`config.mk`:
```
export PLATFORM = sky130hd
export DESIGN_NAME = truth_table_sweeper
export DESIGN_NICKNAME = d
export VERILOG_FILES = /design/src/rtl/truth_table_pkg.sv /design/src/rtl/truth_table_sweeper.sv
export SDC_FILE = /design/constraint.sdc
export NUM_CORES = 1
export LEC_CHECK = 0
export CORE_MARGIN = 1
export CORE_UTILIZATION = 42
export CTS_CLUSTER_DIAMETER = 50
export CTS_CLUSTER_SIZE = 28
export DETAILED_ROUTE_END_ITERATION = 12
export PLACE_DENSITY = 0.68
export SLEW_MARGIN = 20
export SYNTH_ARGS = -nofsm -noshare
export SYNTH_HDL_FRONTEND = slang
export SYNTH_SLANG_ARGS = --single-unit
```
`constraint.sdc`:
```
create_clock -name i_Clk -period 2.1 [get_ports i_Clk]
set_clock_uncertainty 0.05 [all_clocks]
set_input_delay 0.42 -clock i_Clk [delete_from_list [all_inputs] [get_ports i_Clk]]
set_output_delay 0.42 -clock i_Clk [all_outputs]
set_load 0.02 [all_outputs]
```
`src/rtl/truth_table_pkg.sv`:
```
// Shared types and sizes for the truth-table sweeper.
package truth_table_pkg;

  localparam int unsigned N_INPUTS  = 4;
  localparam int unsigned N_VECTORS = 16;
  localparam int unsigned IDX_W     = 4;
  localparam int unsigned CNT_W     = 8;

  typedef enum logic [1:0] {
    IDLE,
    SETTLE,
    SAMPLE
  } state_e;

  typedef logic [N_VECTORS-1:0] table_t;

endpackage : truth_table_pkg

```
`src/rtl/truth_table_sweeper.sv`:
```
// Walks all 4-bit input vectors through a combinational block and captures
// one 16-bit truth table per response bit, published atomically at sweep end.
module truth_table_sweeper
  import truth_table_pkg::*;
#(
  parameter int unsigned SETTLE_CYCLES = 2
) (
  input  logic                i_Clk,
  input  logic                i_Rst,
  input  logic                i_Start,
  output logic                o_Busy,
  output logic                o_Done,
  output logic [N_INPUTS-1:0] o_Stim,
  input  logic [N_INPUTS-1:0] i_Resp,
  output table_t              o_Table_1,
  output table_t              o_Table_2,
  output table_t              o_Table_3,
  output table_t              o_Table_4
);

  localparam logic [CNT_W-1:0] SETTLE_LAST = CNT_W'(SETTLE_CYCLES - 1);
  localparam logic [IDX_W-1:0] LAST_IDX    = IDX_W'(N_VECTORS - 1);

  state_e                     state_q, state_d;
  logic   [IDX_W-1:0]         index_q, index_d;
  logic   [CNT_W-1:0]         cnt_q, cnt_d;
  table_t [N_INPUTS-1:0]      shadow_q, shadow_d;
  table_t [N_INPUTS-1:0]      tables_q, tables_d;
  logic                       busy_d;
  logic                       done_d;
  logic   [N_INPUTS-1:0]      stim_d;

  // State and datapath registers
  always_ff @(posedge i_Clk) begin
    if (i_Rst) begin
      state_q  <= IDLE;
      index_q  <= '0;
      cnt_q    <= '0;
      shadow_q <= '0;
      tables_q <= '0;
      o_Busy   <= 1'b0;
      o_Done   <= 1'b0;
      o_Stim   <= '0;
    end else begin
      state_q  <= state_d;
      index_q  <= index_d;
      cnt_q    <= cnt_d;
      shadow_q <= shadow_d;
      tables_q <= tables_d;
      o_Busy   <= busy_d;
      o_Done   <= done_d;
      o_Stim   <= stim_d;
    end
  end

  // Next-state and next-output logic
  always_comb begin
    state_d  = state_q;
    index_d  = index_q;
    cnt_d    = cnt_q;
    shadow_d = shadow_q;
    tables_d = tables_q;
    done_d   = 1'b0;
    busy_d   = 1'b0;
    stim_d   = '0;

    unique case (state_q)
      IDLE: begin
        if (i_Start) begin
          index_d = '0;
          cnt_d   = '0;
          state_d = SETTLE;
        end
      end
      SETTLE: begin
        if (cnt_q == SETTLE_LAST) begin
          state_d = SAMPLE;
        end else begin
          cnt_d = CNT_W'(cnt_q + 1'b1);
        end
      end
      SAMPLE: begin
        for (int unsigned n = 0; n < N_INPUTS; n++) begin
          shadow_d[n][index_q] = i_Resp[n];
        end
        // Publish includes the bit captured on this very edge
        if (index_q == LAST_IDX) begin
          tables_d = shadow_d;
          done_d   = 1'b1;
          state_d  = IDLE;
        end else begin
          index_d = IDX_W'(index_q + 1'b1);
          cnt_d   = '0;
          state_d = SETTLE;
        end
      end
      default: state_d = IDLE;
    endcase

    busy_d = (state_d != IDLE);
    stim_d = busy_d ? N_INPUTS'(index_d) : '0;
  end

  assign o_Table_1 = tables_q[0];
  assign o_Table_2 = tables_q[1];
  assign o_Table_3 = tables_q[2];
  assign o_Table_4 = tables_q[3];

endmodule : truth_table_sweeper

```
==> results.toml, run 1 <==
[floorplanning]
initial_core_util = 0.433
die_area_um2 = 14900
ioPinCount = 77
rows = 43
fp.dieW_um = 122
die_h_um = 122
core_area_um2 = 13900

[critical_path]
slowest_stage = "nor2_1"
critPathArrivalTime_ps = 2240
crit_path_end_kind = "flip-flop"
max_stage_delay_ps = 420
path_cells = "inv_1 -> ha_1 -> nand3_2 -> nor2_1 -> nand2_1 -> a21oi_1"
path_max_fanout = 9
cp-start-kind = "flip-flop"
critical_path_class = "reg2reg"
worstPathRequired_ps = 2400

[synthesis]
yosys_warnings = 0
synth_nets = 696
synth_top_flop_cell = "dfxtp_1"
ys_async_sr_fraction = 0
synth_cells = 683
syn_avg_cell_area_um2 = 8.84
ys_ff_latch = 144
yosysSeqAreaShare = 0.478
synth-edff-count = 0
synthDistinctLibCells = 48
syn_area_um2 = 6040

[pwr]
power_w = 0.00617
vdd_drop_max_mv = 0.496
p_leak_nw = 2.73
power_density_nw_per_um2 = 809

[grt]
grt_pass1_vias = 4871
grt_pass1_wl_mm = 24.4
grtUsageTotal = 0.214
grt-ovfl-total = 0
grt_max_degree = 97
grt_antenna_before_repair = 0

[sta]
fin_tns_setup_ps = 0
setup_viol = 0
fmax_mhz = 514
period_share = 0.926
layout_min_cycle_time_ps = 1940
slew_headroom = 0.584
hold_ws_ps = 387
rsz0062_at_grt = "false"
report.final.slew_viol_count = 0
worst_pin_slew_ps = 621
hold_violations = 0

[detailed_routing]
drt-initial-drc-count = 380
ant_nets = 0
vias = 5073
avgRoutedWirePerCell_um = 16.1
first_pass_iters = 5
routed_wl_mm = 15.1
viasPerCell = 5.41
drc = 0

[clock_network]
cts-buffers-inserted = 17
tritoncts = "built"
cts_htree_levels = 4
cts_buffer_depth = 2
cts_root_buf = "clkbuf_16"
clock_insertion_delay_worst_skew_ps = 420
cts_hold_buf = 0
path_clk_slew_ps = 60
numClockSinks = 144

[layout]
num_antenna_cells = 0
final_common_cell = "dfxtp_1"
layout-drive-gt1-share = 0.107
final_nets = 758
area_delta_synth_final_pct = 26.2
layout.cells.most_common_list = "dfxtp_1, nand2_1, nor2_1, clkdlybuf4s50_1, a21oi_1"
fillers = 1233

[worst_hold_path]
min_path_type = "in2reg"

[flow_run]
cap_violations = 0

[placed_design]
portBuffers = 76
gp_congestion = 0.863
dp_hpwl_mm = 10.0

[run_status]
outcome = "complete, no violations"
==> through the flow <==
step | utilization | area (µm²) | cells | setup slack, ps
3_3_place_gp | 0.500 | 6970 | 906 | 221
6_report | 0.547 | 7620 | 937 | 155
5_1_grt | 0.547 | 7620 | 937 | 23.2
3_5_place_dp | 0.500 | 6970 | 906 | 159
2_1_floorplan | - | 6040 | 683 | 470
4_1_cts | 0.547 | 7620 | 937 | 181
==> final timing paths <==
kind / slack [ps] / cells past startpoint / endpoint / from
hold / removal: 390 / 2 / o_Stim[0] / i_Rst
hold reg to reg: 410 / 2 / shadow_q[16] / shadow_q[16]
setup reg to reg: 160 / 6 / shadow_q[14] / index_q[0]
setup / recovery: 160 / 6 / shadow_q[14] / index_q[0]
==> flip-flops by register name (all words and copies together) (netlist names) <==
| name | flops |
|---|---|
| cnt_q | 8 |
| index_q | 4 |
| o_Busy | 1 |
| o_Done | 1 |
| o_Stim | 4 |
| o_Table_1 | 16 |
| o_Table_2 | 16 |
| o_Table_3 | 16 |
| o_Table_4 | 16 |
| shadow_q | 60 |
| state_q | 2 |
==> layout make-up <==
class                      instances  area (µm²)  share of cell area
sequential                       144        2880               0.378
multi-input combinational        474        2840               0.373
timing repair buffer             103        1010               0.133
clock buffer                      24         522              0.0685
tap                              180         225              0.0296
clock inverter                     7         120              0.0158
inverter                           5        18.8             0.00246
==> worst max-delay path: cells and delay by family, from the launching register on <==
family / cells / cell delay [ps]
fa+ha+maj: 1 / 270
buf+inv: 1 / 160
simple gates: 3 / 860
flops: 1 / 380
compound gates: 1 / 140
==> power by group <==
part	total [W]	switching, W	leakage, nW	internal, W
clock	0.00322	0.00113	0.315	0.00209
sequential	0.00275	0.0000121	1.16	0.00274
combinational	0.000189	0.000124	1.25	0.0000648
total	0.00617	0.00127	2.73	0.00490
==> cell usage after synthesis, types with 2 or more instances <==
| cell type | count | area (µm²) |
|---|---|---|
| o21ai_0 | 42 | 210 |
| nand3b_2 | 6 | 67.6 |
| ha_1 | 6 | 75.1 |
| nand3_1 | 15 | 75.1 |
| buf_4 | 2 | 15.0 |
| nand2b_1 | 6 | 37.5 |
| dfxtp_1 | 144 | 2880 |
| nand4_1 | 3 | 18.8 |
| nor2b_1 | 2 | 12.5 |
| nor2_2 | 2 | 12.5 |
| and4b_1 | 2 | 20.0 |
| nand2_1 | 91 | 342 |
| nor3b_1 | 3 | 22.5 |
| nor3_1 | 5 | 25.0 |
| buf_6 | 6 | 67.6 |
| inv_1 | 5 | 18.8 |
| mux2i_1 | 60 | 601 |
| nand3_2 | 3 | 30.0 |
| a211oi_1 | 47 | 353 |
| or3_1 | 8 | 50.1 |
| clkbuf_1 | 34 | 128 |
| nor2_1 | 77 | 289 |
| a21oi_1 | 74 | 370 |
| buf_2 | 16 | 80.1 |
==> what timing repair did <==
item,CTS,global route
setup buffers,0,0
gates resized for setup,0,2
endpoints found under the setup margin,0,3
==> routing by layer <==
layer | routed length (µm) | part of all wire | up-vias | global-route usage
met1 | 6650 | 0.44 | 2363 | 0.273
met3 | 888 | 0.059 | 37 | 0.0496
met5 | 0 | 0 | - | 0
met4 | 539 | 0.036 | 0 | 0.111
met2 | 7040 | 0.47 | 169 | 0.334
li1 | - | - | 2504 | -
==> kinds of logic (layout without fill, tap and decap cells) <==
| family | after synthesis | count (layout) | synth area share |
|---|---|---|---|
| AO/OA/AOI/OAI | 175 | 175 | 0.173 |
| XOR/XNOR | 1 | 1 | 0.00145 |
| adder cells (fa/ha/maj) | 6 | 6 | 0.0124 |
| buffers and inverters | 65 | 139 | 0.0526 |
| flip-flops | 144 | 144 | 0.478 |
| multiplexers | 60 | 60 | 0.0995 |
| AND/OR/NAND/NOR | 232 | 232 | 0.184 |
Power figures use the tool's default switching activity.
==> run 2: changes to the inputs <==
--- a/config.mk
+++ b/config.mk
@@ -5,11 +5,13 @@
 export SDC_FILE = /design/constraint.sdc
 export NUM_CORES = 1
 export LEC_CHECK = 0
+export ABC_CLOCK_PERIOD_IN_PS = 2100
 export CORE_MARGIN = 1
 export CORE_UTILIZATION = 42
 export CTS_CLUSTER_DIAMETER = 50
 export CTS_CLUSTER_SIZE = 28
 export DETAILED_ROUTE_END_ITERATION = 12
+export GPL_TIMING_DRIVEN = 1
 export PLACE_DENSITY = 0.68
 export SLEW_MARGIN = 20
 export SYNTH_ARGS = -nofsm -noshare
==> results of run 2 <==
The final DEF is identical to that of run 1; final timing and power are the same.
==> run 3: changes to the inputs <==
--- a/config.mk
+++ b/config.mk
@@ -9,7 +9,7 @@
 export CORE_MARGIN = 1
 export CORE_UTILIZATION = 42
 export CTS_CLUSTER_DIAMETER = 50
-export CTS_CLUSTER_SIZE = 28
+export CTS_CLUSTER_SIZE = 30
 export DETAILED_ROUTE_END_ITERATION = 12
 export GPL_TIMING_DRIVEN = 1
 export PLACE_DENSITY = 0.68
==> results of run 3 <==
The final DEF is identical to that of run 1; final timing and power are the same.
